**src/rtl/ctrl_pkg.sv**
```systemverilog
// Shared definitions for the multi-cycle control sequencer: control-word bit map, ISA opcodes, ALU codes, class and state enums.
// No logic, so no latency.
// No flow control.
package ctrl_pkg;

  // Control-word bit positions
  localparam int B_GRA       = 0;
  localparam int B_GRB       = 1;
  localparam int B_GRC       = 2;
  localparam int B_RIN       = 3;
  localparam int B_ROUT      = 4;
  localparam int B_BAOUT     = 5;
  localparam int B_COUT      = 6;
  localparam int B_MDRIN     = 7;
  localparam int B_MDROUT    = 8;
  localparam int B_ZLOWOUT   = 9;
  localparam int B_ZHIGHOUT  = 10;
  localparam int B_PCIN      = 11;
  localparam int B_PCOUT     = 12;
  localparam int B_IRIN      = 13;
  localparam int B_HIIN      = 14;
  localparam int B_HIOUT     = 15;
  localparam int B_LOIN      = 16;
  localparam int B_LOOUT     = 17;
  localparam int B_INPORTOUT = 18;
  localparam int B_OPIN      = 19;
  localparam int B_YIN       = 20;
  localparam int B_ZIN       = 21;
  localparam int B_INCPC     = 22;
  localparam int B_MARIN     = 23;
  localparam int B_READ      = 24;
  localparam int B_WREN      = 25;
  localparam int B_CLR       = 26;
  localparam int B_CONFFIN   = 27;
  localparam int CTRL_W      = 28;

  // ALU operation codes
  localparam logic [3:0] ALU_NONE = 4'b0000;
  localparam logic [3:0] ALU_ADD  = 4'b0001;
  localparam logic [3:0] ALU_SUB  = 4'b0010;
  localparam logic [3:0] ALU_MUL  = 4'b0011;
  localparam logic [3:0] ALU_INC  = 4'b0100;
  localparam logic [3:0] ALU_DIV  = 4'b0101;
  localparam logic [3:0] ALU_AND  = 4'b0110;
  localparam logic [3:0] ALU_OR   = 4'b0111;
  localparam logic [3:0] ALU_SHR  = 4'b1000;
  localparam logic [3:0] ALU_SHL  = 4'b1001;
  localparam logic [3:0] ALU_ROR  = 4'b1010;
  localparam logic [3:0] ALU_ROL  = 4'b1011;
  localparam logic [3:0] ALU_NEG  = 4'b1100;
  localparam logic [3:0] ALU_NOT  = 4'b1101;

  // ISA opcode map (0..26 legal)
  typedef enum logic [4:0] {
    OP_LD   = 5'd0,  OP_LDI  = 5'd1,  OP_ST   = 5'd2,  OP_ADD  = 5'd3,
    OP_SUB  = 5'd4,  OP_AND  = 5'd5,  OP_OR   = 5'd6,  OP_SHR  = 5'd7,
    OP_SHL  = 5'd8,  OP_ROR  = 5'd9,  OP_ROL  = 5'd10, OP_ADDI = 5'd11,
    OP_ANDI = 5'd12, OP_ORI  = 5'd13, OP_MUL  = 5'd14, OP_DIV  = 5'd15,
    OP_NEG  = 5'd16, OP_NOT  = 5'd17, OP_BR   = 5'd18, OP_JR   = 5'd19,
    OP_JAL  = 5'd20, OP_IN   = 5'd21, OP_OUT  = 5'd22, OP_MFHI = 5'd23,
    OP_MFLO = 5'd24, OP_NOP  = 5'd25, OP_HALT = 5'd26
  } opcode_e;

  // Micro-sequence classes
  typedef enum logic [3:0] {
    C_NOP, C_ALU, C_IMM, C_UN, C_LD, C_ST, C_MD, C_BR,
    C_JAL, C_JR, C_IN, C_OUT, C_MFHI, C_MFLO, C_HALT, C_ILL
  } class_e;

  typedef enum logic [2:0] {
    S_RESET, S_T0, S_T1, S_T2, S_EXEC, S_HALT, S_FAULT
  } state_e;

endpackage

```
**src/rtl/ctrl_decode.sv**
```systemverilog
// Opcode decoder: opcode -> micro-sequence class, ALU code, exec step count. Macro CTRL_ILLEGAL_TRAP_EN selects trap vs nop for opcodes above 26.
// Purely combinational, zero latency.
// No flow control.
module ctrl_decode
  import ctrl_pkg::*;
#(
  parameter int OPC_W = 5
) (
  input  logic [OPC_W-1:0] opc,
  output class_e           cls,
  output logic [3:0]       alu,
  output logic [2:0]       nsteps
);

  // Table lookup of the ISA map; unknown opcodes fall to the default arm
  always_comb begin
    cls    = C_NOP;
    alu    = ALU_NONE;
    nsteps = 3'd1;
    case (opc)
      OP_LD:   begin cls = C_LD;  alu = ALU_ADD; nsteps = 3'd5; end
      OP_ST:   begin cls = C_ST;  alu = ALU_ADD; nsteps = 3'd5; end
      OP_ADD:  begin cls = C_ALU; alu = ALU_ADD; nsteps = 3'd3; end
      OP_SUB:  begin cls = C_ALU; alu = ALU_SUB; nsteps = 3'd3; end
      OP_AND:  begin cls = C_ALU; alu = ALU_AND; nsteps = 3'd3; end
      OP_OR:   begin cls = C_ALU; alu = ALU_OR;  nsteps = 3'd3; end
      OP_SHR:  begin cls = C_ALU; alu = ALU_SHR; nsteps = 3'd3; end
      OP_SHL:  begin cls = C_ALU; alu = ALU_SHL; nsteps = 3'd3; end
      OP_ROR:  begin cls = C_ALU; alu = ALU_ROR; nsteps = 3'd3; end
      OP_ROL:  begin cls = C_ALU; alu = ALU_ROL; nsteps = 3'd3; end
      OP_LDI:  begin cls = C_IMM; alu = ALU_ADD; nsteps = 3'd3; end
      OP_ADDI: begin cls = C_IMM; alu = ALU_ADD; nsteps = 3'd3; end
      OP_ANDI: begin cls = C_IMM; alu = ALU_AND; nsteps = 3'd3; end
      OP_ORI:  begin cls = C_IMM; alu = ALU_OR;  nsteps = 3'd3; end
      OP_NEG:  begin cls = C_UN;  alu = ALU_NEG; nsteps = 3'd3; end
      OP_NOT:  begin cls = C_UN;  alu = ALU_NOT; nsteps = 3'd3; end
      OP_MUL:  begin cls = C_MD;  alu = ALU_MUL; nsteps = 3'd4; end
      OP_DIV:  begin cls = C_MD;  alu = ALU_DIV; nsteps = 3'd4; end
      OP_BR:   begin cls = C_BR;  alu = ALU_ADD; nsteps = 3'd4; end
      OP_JAL:  begin cls = C_JAL; nsteps = 3'd2; end
      OP_JR:   begin cls = C_JR;   nsteps = 3'd1; end
      OP_IN:   begin cls = C_IN;   nsteps = 3'd1; end
      OP_OUT:  begin cls = C_OUT;  nsteps = 3'd1; end
      OP_MFHI: begin cls = C_MFHI; nsteps = 3'd1; end
      OP_MFLO: begin cls = C_MFLO; nsteps = 3'd1; end
      OP_NOP:  begin cls = C_NOP;  nsteps = 3'd1; end
      OP_HALT: begin cls = C_HALT; nsteps = 3'd1; end
      default: begin
`ifdef CTRL_ILLEGAL_TRAP_EN
        cls    = C_ILL;
        nsteps = 3'd1;
`else
        cls    = C_NOP;
        nsteps = 3'd1;
`endif
      end
    endcase
  end

endmodule

```
**src/rtl/ctrl_seq.sv**
```systemverilog
// Multi-cycle control sequencer: fetch T0..T2, decode, per-class exec steps 3..7; registered Moore outputs. Optional CTRL_ILLEGAL_TRAP_EN traps opcodes > 26.
// Outputs change one edge after the state decision; every step lasts one cycle unless waiting on memory.
// Read/wren steps hold until mem_ack; WAIT_MAX unacknowledged cycles -> sticky FAULT.
module ctrl_seq
  import ctrl_pkg::*;
#(
  parameter int IR_W      = 32,
  parameter int OPC_MSB   = 31,
  parameter int OPC_W     = 5,
  parameter int ALU_SEL_W = 4,
  parameter int WAIT_MAX  = 15
) (
  input  logic                 clk,
  input  logic                 reset,
  input  logic [IR_W-1:0]      IR,
  input  logic                 stop,
  input  logic                 conffout,
  input  logic                 mem_ack,
  output logic [CTRL_W-1:0]    ctrl,
  output logic [ALU_SEL_W-1:0] ALUselect,
  output logic                 Run,
  output logic                 fault
);

  localparam int WC_W = $clog2(WAIT_MAX + 1);

  state_e               state_q, state_d;
  logic [2:0]           step_q, step_d, last_q, last_d;
  class_e               cls_q, cls_d;
  logic [3:0]           calu_q, calu_d;
  logic [WC_W-1:0]      wait_q, wait_d;
  logic                 stop_q, stop_d, fault_q, fault_d;
  logic [CTRL_W-1:0]    ctrl_q, ctrl_d;
  logic [ALU_SEL_W-1:0] alu_q, alu_d;
  logic                 run_q, run_d;

  class_e     dec_cls;
  logic [3:0] dec_alu;
  logic [2:0] dec_steps;
  logic       mem_wait;
  logic       ir_unused;

  // Only the opcode field steers sequencing; register fields go to the datapath
  assign ir_unused = ^IR;

  ctrl_decode #(.OPC_W(OPC_W)) u_decode (
    .opc    (IR[OPC_MSB -: OPC_W]),
    .cls    (dec_cls),
    .alu    (dec_alu),
    .nsteps (dec_steps)
  );

  // A memory step is one whose registered control word is driving read or wren
  assign mem_wait = ctrl_q[B_READ] | ctrl_q[B_WREN];

  // State and output registers; reset wins over waits and mid-instruction steps
  always_ff @(posedge clk) begin
    if (reset) begin
      state_q <= S_RESET;
      step_q  <= '0;
      last_q  <= '0;
      cls_q   <= C_NOP;
      calu_q  <= ALU_NONE;
      wait_q  <= '0;
      stop_q  <= 1'b0;
      fault_q <= 1'b0;
      ctrl_q  <= '0;
      alu_q   <= '0;
      run_q   <= 1'b0;
    end else begin
      state_q <= state_d;
      step_q  <= step_d;
      last_q  <= last_d;
      cls_q   <= cls_d;
      calu_q  <= calu_d;
      wait_q  <= wait_d;
      stop_q  <= stop_d;
      fault_q <= fault_d;
      ctrl_q  <= ctrl_d;
      alu_q   <= alu_d;
      run_q   <= run_d;
    end
  end

  // Next state, then the control word for that next state (registered -> Moore)
  always_comb begin
    state_d = state_q;
    step_d  = step_q;
    last_d  = last_q;
    cls_d   = cls_q;
    calu_d  = calu_q;
    wait_d  = wait_q;
    fault_d = fault_q;
    stop_d  = stop_q | (stop & (state_q != S_RESET));

    if (mem_wait && !mem_ack) begin
      if (wait_q >= WC_W'(WAIT_MAX - 1)) begin
        state_d = S_FAULT;
        fault_d = 1'b1;
        wait_d  = '0;
      end else begin
        wait_d = wait_q + WC_W'(1);
      end
    end else begin
      wait_d = '0;
      case (state_q)
        // clr is emitted for one cycle before fetch starts
        S_RESET: if (ctrl_q[B_CLR]) state_d = S_T0;
        S_T0:    state_d = S_T1;
        S_T1:    state_d = S_T2;
        S_T2: begin
          case (dec_cls)
            C_HALT: state_d = S_HALT;
            C_ILL: begin
              state_d = S_FAULT;
              fault_d = 1'b1;
            end
            default: begin
              state_d = S_EXEC;
              step_d  = 3'd3;
              cls_d   = dec_cls;
              calu_d  = dec_alu;
              last_d  = 3'd2 + dec_steps;
            end
          endcase
        end
        S_EXEC: begin
          if (step_q == last_q) begin
            step_d  = '0;
            state_d = (stop_q | stop) ? S_HALT : S_T0;
          end else begin
            step_d = step_q + 3'd1;
          end
        end
        default: ;
      endcase
    end

    ctrl_d = '0;
    alu_d  = '0;
    run_d  = 1'b0;
    case (state_d)
      S_RESET: ctrl_d[B_CLR] = 1'b1;
      S_T0: begin
        run_d            = 1'b1;
        ctrl_d[B_PCOUT]  = 1'b1;
        ctrl_d[B_MARIN]  = 1'b1;
        ctrl_d[B_ZIN]    = 1'b1;
        alu_d            = ALU_SEL_W'(ALU_INC);
      end
      S_T1: begin
        run_d             = 1'b1;
        ctrl_d[B_ZLOWOUT] = 1'b1;
        ctrl_d[B_PCIN]    = 1'b1;
        ctrl_d[B_READ]    = 1'b1;
        ctrl_d[B_MDRIN]   = 1'b1;
      end
      S_T2: begin
        run_d            = 1'b1;
        ctrl_d[B_MDROUT] = 1'b1;
        ctrl_d[B_IRIN]   = 1'b1;
      end
      S_EXEC: begin
        run_d = 1'b1;
        case (cls_d)
          C_ALU, C_IMM, C_UN: begin
            case (step_d)
              3'd3: begin
                ctrl_d[B_GRB] = 1'b1; ctrl_d[B_ROUT] = 1'b1; ctrl_d[B_YIN] = 1'b1;
              end
              3'd4: begin
                ctrl_d[B_ZIN] = 1'b1;
                alu_d = ALU_SEL_W'(calu_d);
                if (cls_d == C_ALU) begin
                  ctrl_d[B_GRC] = 1'b1; ctrl_d[B_ROUT] = 1'b1;
                end else if (cls_d == C_IMM) begin
                  ctrl_d[B_COUT] = 1'b1;
                end else begin
                  ctrl_d[B_GRB] = 1'b1; ctrl_d[B_ROUT] = 1'b1;
                end
              end
              3'd5: begin
                ctrl_d[B_ZLOWOUT] = 1'b1; ctrl_d[B_GRA] = 1'b1; ctrl_d[B_RIN] = 1'b1;
              end
              default: ;
            endcase
          end
          C_LD, C_ST: begin
            case (step_d)
              3'd3: begin
                ctrl_d[B_GRB] = 1'b1; ctrl_d[B_BAOUT] = 1'b1; ctrl_d[B_YIN] = 1'b1;
              end
              3'd4: begin
                ctrl_d[B_COUT] = 1'b1; ctrl_d[B_ZIN] = 1'b1;
                alu_d = ALU_SEL_W'(calu_d);
              end
              3'd5: begin
                ctrl_d[B_ZLOWOUT] = 1'b1; ctrl_d[B_MARIN] = 1'b1;
              end
              3'd6: begin
                ctrl_d[B_MDRIN] = 1'b1;
                if (cls_d == C_LD) begin
                  ctrl_d[B_READ] = 1'b1;
                end else begin
                  ctrl_d[B_GRA] = 1'b1; ctrl_d[B_ROUT] = 1'b1;
                end
              end
              3'd7: begin
                if (cls_d == C_LD) begin
                  ctrl_d[B_MDROUT] = 1'b1; ctrl_d[B_GRA] = 1'b1; ctrl_d[B_RIN] = 1'b1;
                end else begin
                  ctrl_d[B_WREN] = 1'b1;
                end
              end
              default: ;
            endcase
          end
          C_MD: begin
            case (step_d)
              3'd3: begin
                ctrl_d[B_GRA] = 1'b1; ctrl_d[B_ROUT] = 1'b1; ctrl_d[B_YIN] = 1'b1;
              end
              3'd4: begin
                ctrl_d[B_GRB] = 1'b1; ctrl_d[B_ROUT] = 1'b1; ctrl_d[B_ZIN] = 1'b1;
                alu_d = ALU_SEL_W'(calu_d);
              end
              3'd5: begin
                ctrl_d[B_ZLOWOUT] = 1'b1; ctrl_d[B_LOIN] = 1'b1;
              end
              3'd6: begin
                ctrl_d[B_ZHIGHOUT] = 1'b1; ctrl_d[B_HIIN] = 1'b1;
              end
              default: ;
            endcase
          end
          C_BR: begin
            case (step_d)
              3'd3: begin
                ctrl_d[B_GRA] = 1'b1; ctrl_d[B_ROUT] = 1'b1; ctrl_d[B_CONFFIN] = 1'b1;
              end
              3'd4: begin
                ctrl_d[B_PCOUT] = 1'b1; ctrl_d[B_YIN] = 1'b1;
              end
              3'd5: begin
                ctrl_d[B_COUT] = 1'b1; ctrl_d[B_ZIN] = 1'b1;
                alu_d = ALU_SEL_W'(calu_d);
              end
              3'd6: begin
                // Branch target always on the bus; PC only captures it when taken
                ctrl_d[B_ZLOWOUT] = 1'b1;
                ctrl_d[B_PCIN]    = conffout;
              end
              default: ;
            endcase
          end
          C_JAL: begin
            if (step_d == 3'd3) begin
              ctrl_d[B_PCOUT] = 1'b1; ctrl_d[B_GRB] = 1'b1; ctrl_d[B_RIN] = 1'b1;
            end else begin
              ctrl_d[B_GRA] = 1'b1; ctrl_d[B_ROUT] = 1'b1; ctrl_d[B_PCIN] = 1'b1;
            end
          end
          C_JR: begin
            ctrl_d[B_GRA] = 1'b1; ctrl_d[B_ROUT] = 1'b1; ctrl_d[B_PCIN] = 1'b1;
          end
          C_IN: begin
            ctrl_d[B_INPORTOUT] = 1'b1; ctrl_d[B_GRA] = 1'b1; ctrl_d[B_RIN] = 1'b1;
          end
          C_OUT: begin
            ctrl_d[B_GRA] = 1'b1; ctrl_d[B_ROUT] = 1'b1; ctrl_d[B_OPIN] = 1'b1;
          end
          C_MFHI: begin
            ctrl_d[B_HIOUT] = 1'b1; ctrl_d[B_GRA] = 1'b1; ctrl_d[B_RIN] = 1'b1;
          end
          C_MFLO: begin
            ctrl_d[B_LOOUT] = 1'b1; ctrl_d[B_GRA] = 1'b1; ctrl_d[B_RIN] = 1'b1;
          end
          default: ;
        endcase
      end
      default: ;
    endcase
  end

  assign ctrl      = ctrl_q;
  assign ALUselect = alu_q;
  assign Run       = run_q;
  assign fault     = fault_q;

endmodule
```
**config.mk**
```make
export PLATFORM = sky130hd
export DESIGN_NAME = ctrl_seq
export DESIGN_NICKNAME = d
export VERILOG_FILES = /design/src/rtl/ctrl_pkg.sv /design/src/rtl/ctrl_decode.sv /design/src/rtl/ctrl_seq.sv
export SDC_FILE = /design/constraint.sdc
export NUM_CORES = 1
export LEC_CHECK = 0
export BUFFER_PORTS_ARGS = -buffer_cell sky130_fd_sc_hd__buf_2
export CORE_ASPECT_RATIO = 2
export CORE_MARGIN = 3
export CORE_UTILIZATION = 35
export CTS_CLUSTER_DIAMETER = 60
export CTS_CLUSTER_SIZE = 14
export DETAILED_ROUTE_END_ITERATION = 12
export GPL_TIMING_DRIVEN = 1
export PLACE_DENSITY = 0.58
export SLEW_MARGIN = 10
export SYNTH_ARGS = -nofsm -noshare
export SYNTH_HDL_FRONTEND = slang
export SYNTH_SLANG_ARGS = --single-unit
```
**constraint.sdc**
```tcl
create_clock -name clk -period 2.8 [get_ports clk]
set_input_delay 0.56 -clock clk [delete_from_list [all_inputs] [get_ports clk]]
set_output_delay 0.56 -clock clk [all_outputs]
set_load 0.005 [all_outputs]
```
[After elaboration in Yosys (flattened, before gate mapping)]
Index checks and enable logic that the tools add are counted.
Operators by class
  add/subtract/negate cells: 3
  magnitude comparators: 1
  equality and inequality tests: 55
  multiplexer cells: 78
  bitwise logic cells: 13
  reductions and logical operators: 38
Operators by type and width (number)
  $pmux W4 S14: 1
  $eq A5 B5 Y1 const B: 10
  $pmux W4 S12: 1
  $eq A5 B4 Y1 const B: 8
  $eq A4 B4 Y1 const B: 8
  $mux W1: 32
  $mux W4: 8
  $mux W3: 9
  $pmux W1 S2: 13
  $reduce_or A3 Y1: 8
  $reduce_or A2 Y1: 11
  $eq A5 B3 Y1 const B: 4
  $eq A3 B3 Y1 const B: 6
  $eq A4 B3 Y1 const B: 4
  $pmux W4 S2: 2
  $reduce_or A4 Y1: 4
  $eq A3 B2 Y1 const B: 5
  $pmux W3 S5: 1
  $reduce_or A14 Y1: 1
  $pmux W3 S4: 1
  $reduce_or A6 Y1: 2
  $eq A5 B2 Y1 const B: 2
  $not A1 Y1: 9
  $pmux W1 S3: 3
  27 further kinds: 35
Word-level totals
  flip-flop bits (word level): 56
  input port bits: 37
  output and inout bits: 34
  logic and storage cells: 206

[Depth between registers and ports, before layout]
  word-level depth: 13
  depth in mapped cells: 10
  mapped depth without buffers: 9

[Cells and area by module]
Synthesis repeated with hierarchy kept, for this count alone.
Unflattened totals
  cells, all modules: 369
  area total of the unflattened synthesis: 3006.6 um^2
By module, submodules not included
  ctrl_seq: times used 1, cells an instance 302, area an instance 2577.5 um^2, seq. area each 1081.0 um^2
  ctrl_decode: times used 1, cells an instance 67, area an instance 429.2 um^2, seq. area each 0.0 um^2

[Least setup slack after synthesis]
Ideal clock, no wire load.
  path type: input to register
  start point: in IR[28]
  end point: reg alu_q[0] (netlist: ALUselect[0])
  library setup time: 0.080 ns
  arrival time: 2.353 ns
  data required time: 2.720 ns
  path slack: 0.367 ns
  stages: 8
  buffers on the path: 1
  cells stage by stage: clkbuf_1 nand2_1 o2111ai_4 nor4_2 a211oi_2 a221oi_2 a22oi_2 nor3b_1
Between the ends
  cells in the longest elaborated chain, start to end: 12
  elaborated cells on any way between the ends: 66
  classes of those cells: eq/ne (38); mux (18); reduce/logical (10)
RTL lines
  start, declared: RTL line ctrl_seq.sv:15  | input logic [IR_W-1:0] IR,
  $eq A5 B2 Y1, or another cell as far along: RTL line ctrl_decode.sv:20  | case (opc)
  $reduce_or A8 Y1 (no line), or another cell as far along
  $pmux W4 S14: RTL line ctrl_decode.sv:20
  $eq A4 B4 Y1: RTL line ctrl_seq.sv:112  | case (dec_cls)
  $reduce_or A2 Y1 (no line)
  $mux W4 / $mux W3 (equally long branches): RTL line ctrl_seq.sv:112
  $mux W4 / $pmux W3 S2 (equally long branches): RTL line ctrl_seq.sv:106  | case (state_q)
  $mux W4 / $mux W3 (equally long branches): RTL line ctrl_seq.sv:96  | if (mem_wait && !mem_ack) begin
  $eq A4 B1 Y1, or another cell as far along: RTL line ctrl_seq.sv:165  | case (cls_d)
  $reduce_or A6 Y1 (no line), or another cell as far along
  $pmux W4 S2: RTL line ctrl_seq.sv:165
  $pmux W4 S2 *: RTL line ctrl_seq.sv:142  | case (state_d)
  end signal, assigned: RTL line ctrl_seq.sv:80  | alu_q <= alu_d;
  end, declared: RTL line ctrl_seq.sv:34  | logic [ALU_SEL_W-1:0] alu_q, alu_d;
Mark *: on every way between the ends. The rest lies on a longest branch, timed or not.
A chain may end at the register's enable or synchronous reset.

[Final worst setup path]
  start point: reg state_q[0]
  end point: reg alu_q[0] (netlist: ALUselect[0])
Between the ends
  cells in the longest elaborated chain, start to end: 7
  elaborated cells on any way between the ends: 32
  classes of those cells: eq/ne (15); mux (15); reduce/logical (2)
RTL lines
  start, declared: RTL line ctrl_seq.sv:27  | state_e state_q, state_d;
  start signal, assigned: RTL line ctrl_seq.sv:71  | state_q <= state_d;
  $eq A3 B2 Y1 / $eq A3 B3 Y1 (equally long branches): RTL line ctrl_seq.sv:106
  $mux W4 / $pmux W3 S2 (equally long branches): RTL line ctrl_seq.sv:106
  $mux W4 / $mux W3 (equally long branches): RTL line ctrl_seq.sv:96
  $eq A4 B1 Y1, or another cell as far along: RTL line ctrl_seq.sv:165
  $reduce_or A6 Y1 (no line), or another cell as far along
  $pmux W4 S2: RTL line ctrl_seq.sv:165
  $pmux W4 S2 *: RTL line ctrl_seq.sv:142
Marked as above.

==> results.md <==
- Outcome: complete, no violations
- Routed vias: 2,968
- Clk root buf: clkbuf_16
- Ant diodes: 0
- Synth-to-layout area growth: 27.8%
- Total GRT Usage: 0.182
- Setup Viol. Count Final: 0
- Critical Path RT: 3.02 ns
- Clk buf depth: 2
- Yosys cell types: 71
- Crit path cell chain: and2b_2, o2111ai_4, nor4_2, a211oi_2, a221oi_2, a22oi_2, nor3b_1
- Number of global-route vias before repair: 2,901
- Crit-path max cell delay: 0.52 ns
- Hold Vio Cnt, Final: 0
- Clk pwr share: 0.255
- Post-synthesis sequential area ratio: 0.373
- Synthesized cell area: roughly 2900 um2
- Mean post-synth cell area: 8.10 um2
- M1 GR Usage: 0.163
- Starting Density: 0.363
- Core box area: 8000 um2
- Met3 Use GR: 0.0224
- Dominant synthesized flop cell: dfxtp_1
- Number of buffers created by CTS: 5
- Placed Cells: about 530
- I/O pin cnt: 71
- Die W: around 70 um
- Sequential power share: 0.371
- Synth warnings: 0
- GR Overflow Total: 0
- Max-cap violations: 0
- Final ANT Viol Nets: 0
- Clock Sinks: 54
- Final std cells w/o fill: 536
- Layout cell share with drive strength beyond 1: 0.289
- Internal: 1.64 mW
- Period utilization: 0.916
- Tmin final: 2.57 ns
- Switching share of power: 0.355
- CTS HTree Levels: 2
- Hold path startpoint: fault
- CP max-delay cell: nor4_2
- Worst-path clk slew: 0.07 ns
- Logic gate share of total power: 0.374
- Final Max Tran Viols: 0
- Worst setup SP type: flop
- GRT busiest layer: met2
- Psw: roughly 900 uW
- Yosys reg bits: 54
- Syn_nets: 398
- Worst Setup SP: state_q[0]
- CTS tree: done
- Wire per inst: ~16 um
- Unrepaired setup endpoints after global routing: no
- Final setup margin: about 0.23 ns
- Syn Inst Count: 358
- Num rows: 46
- Pin count of the biggest net entering global routing: 25
- VDD IR-drop max: 0.320 mV
- P per Cell Area: between 600 and 700 nW/um2
- Dpl ws: -0.00714 ns
- Final net count: between 400 and 500
- First-pass GRT wire length: 13,600 um
- Crit end category: flop
- Final setup skew: approximately 0.0052 ns
- Total Wirelength: around 8500 um
- Initial antenna violation count: 0
- Setup Fix Bufs, Post-CTS: 0
- Post-synth ARST share: 0
- Gates resized, CTS repair: 0
- Kind of critical path: flop to flop
- M2 GR Usage: 0.347
- F_max: between 300 and 400 MHz
- Vert. Die Dim: 135 um
- Vias/cell: 5.54
- Hold WC Path Type: flop to flop
- # port buffers: 42
- Hold Buf Count CTS: 0
- FF-to-FF setup slack: 0.23 ns
- DP HPWL: 6770 um
- CP max FO: 8
- Die area: 9480 um2
- Buf/Inv on CP: 0
- Post-synth EDFFs: 0
- Dominant delay contributor by cell family on the critical path: simple AND/OR/NAND/NOR gates
- Post-route DRC: 0
- CP arrival: 2.78 ns
- First-pass iteration count of the detailed router: 4
- DRT iter0 DRCs: 140
- Worst R2R Start: state_q[0]
- Lkg Pwr: 1.56 nW
- Worst-Skew Late Latency: approximately 0.3 ns
- Routability cong.: 0.907
registers in the layout (all words and copies together), names as in the netlist:
name / cells
last_q: 3
Run: 1
fault: 1
calu_q: 4
step_q: 3
state_q: 3
ALUselect: 4
cls_q: 4
stop_q: 1
ctrl: 26
wait_q: 4
worst paths after layout:
kind | to | cells after the start
setup / recovery | ALUselect[0] | 7
hold / removal | fault | 2
setup reg to reg | ALUselect[0] | 7
hold reg to reg | fault | 2
power groups by stage:
stage,Sequential [mW],Combinational [mW],Clock (mW)
2_1_floorplan,0.947,0.543,0
3_3_place_gp,0.953,0.936,0
3_5_place_dp,0.956,0.942,0
4_1_cts,0.939,0.947,0.670
5_1_grt,0.955,1.04,0.696
6_report,0.941,0.950,0.647
Yosys cell counts, types with 3 or more instances:
cell type / n / area [um2]
a211oi_1: 4 / 30.0
a21oi_1: 25 / 125
a31oi_1: 7 / 43.8
and3_1: 4 / 25.0
buf_1: 3 / 11.3
buf_2: 8 / 40.0
buf_4: 3 / 22.5
clkbuf_1: 12 / 45.0
dfxtp_1: 54 / 1080
ha_1: 3 / 37.5
inv_1: 5 / 18.8
nand2_1: 21 / 78.8
nand2b_1: 5 / 31.3
nand3_1: 12 / 60.1
nand4_1: 5 / 31.3
nor2_1: 43 / 161
nor2b_1: 4 / 25.0
nor3_1: 20 / 100
nor3b_1: 4 / 30.0
nor4_1: 9 / 56.3
o211ai_1: 8 / 60.1
o21a_1: 3 / 22.5
o21ai_0: 10 / 50.1
o21ai_1: 7 / 35.0
o21bai_1: 3 / 22.5
o22ai_1: 3 / 18.8
or2_1: 5 / 31.3
or3_1: 6 / 37.5
xnor2_1: 3 / 26.3
xor2_1: 5 / 43.8
layout by cell type (no fill, tap or decap), types with 4 or more instances in the layout:
cell / instances
o21ai_1: 7
inv_1: 5
nand4_1: 5
nor3_1: 20
a211oi_1: 4
nor4_1: 9
or2_1: 5
xor2_1: 5
clkbuf_16: 5
or3_1: 6
nand3_1: 12
nor2_1: 43
o21ai_0: 10
nand2_1: 21
o211ai_1: 8
a21oi_1: 25
buf_4: 59
and3_1: 4
buf_2: 42
nand2b_1: 5
nor2b_1: 4
a31oi_1: 7
dfxtp_1: 54
layer usage:
layer / vias to the layer above / wire [um]
met4: 0 / 634
met3: 36 / 244
met2: 73 / 4600
li1: 1482 / -
met1: 1377 / 2990
met5: - / 0
cell type report:
type,instances,area (um2)
multi-input cells,271,1680
fillers,801,4290
clock inverters,3,28.8
repair buffers,101,653
inverters,6,22.5
well taps,96,120
clock buffers,5,125
flip-flops and latches,54,1080
worst min-delay path: cells and delay by family (launching register included):
family	cells	cell delay (ns)
flops	1	0.31
compound gates	1	0.05
buf+inv	1	0.04
logic make-up after synthesis:
family,count (synthesis),synth area share
simple gates,154,0.277
compound gates,102,0.248
flops,54,0.373
buf+inv,33,0.0526
xor+xnor,8,0.0242
fa+ha+maj,4,0.0164
mux,2,0.00690
other cells,1,0.00129
per-stage QoR:
| stage | util | setup TNS, ns | area, um2 | hold WS (ns) | power [mW] |
|---|---|---|---|---|---|
| after floorplan | - | 0 | 2900 | 0.426 | 1.49 |
| after global placement | 0.443 | -0.0787 | 3540 | 0.439 | 1.89 |
| after detailed placement | 0.443 | -0.00714 | 3540 | 0.440 | 1.90 |
| after CTS | 0.462 | 0 | 3700 | 0.450 | 2.56 |
| after global routing | 0.463 | 0 | 3710 | 0.468 | 2.70 |
| final | 0.463 | 0 | 3710 | 0.446 | 2.54 |
Power figures use the tool's default switching activity.
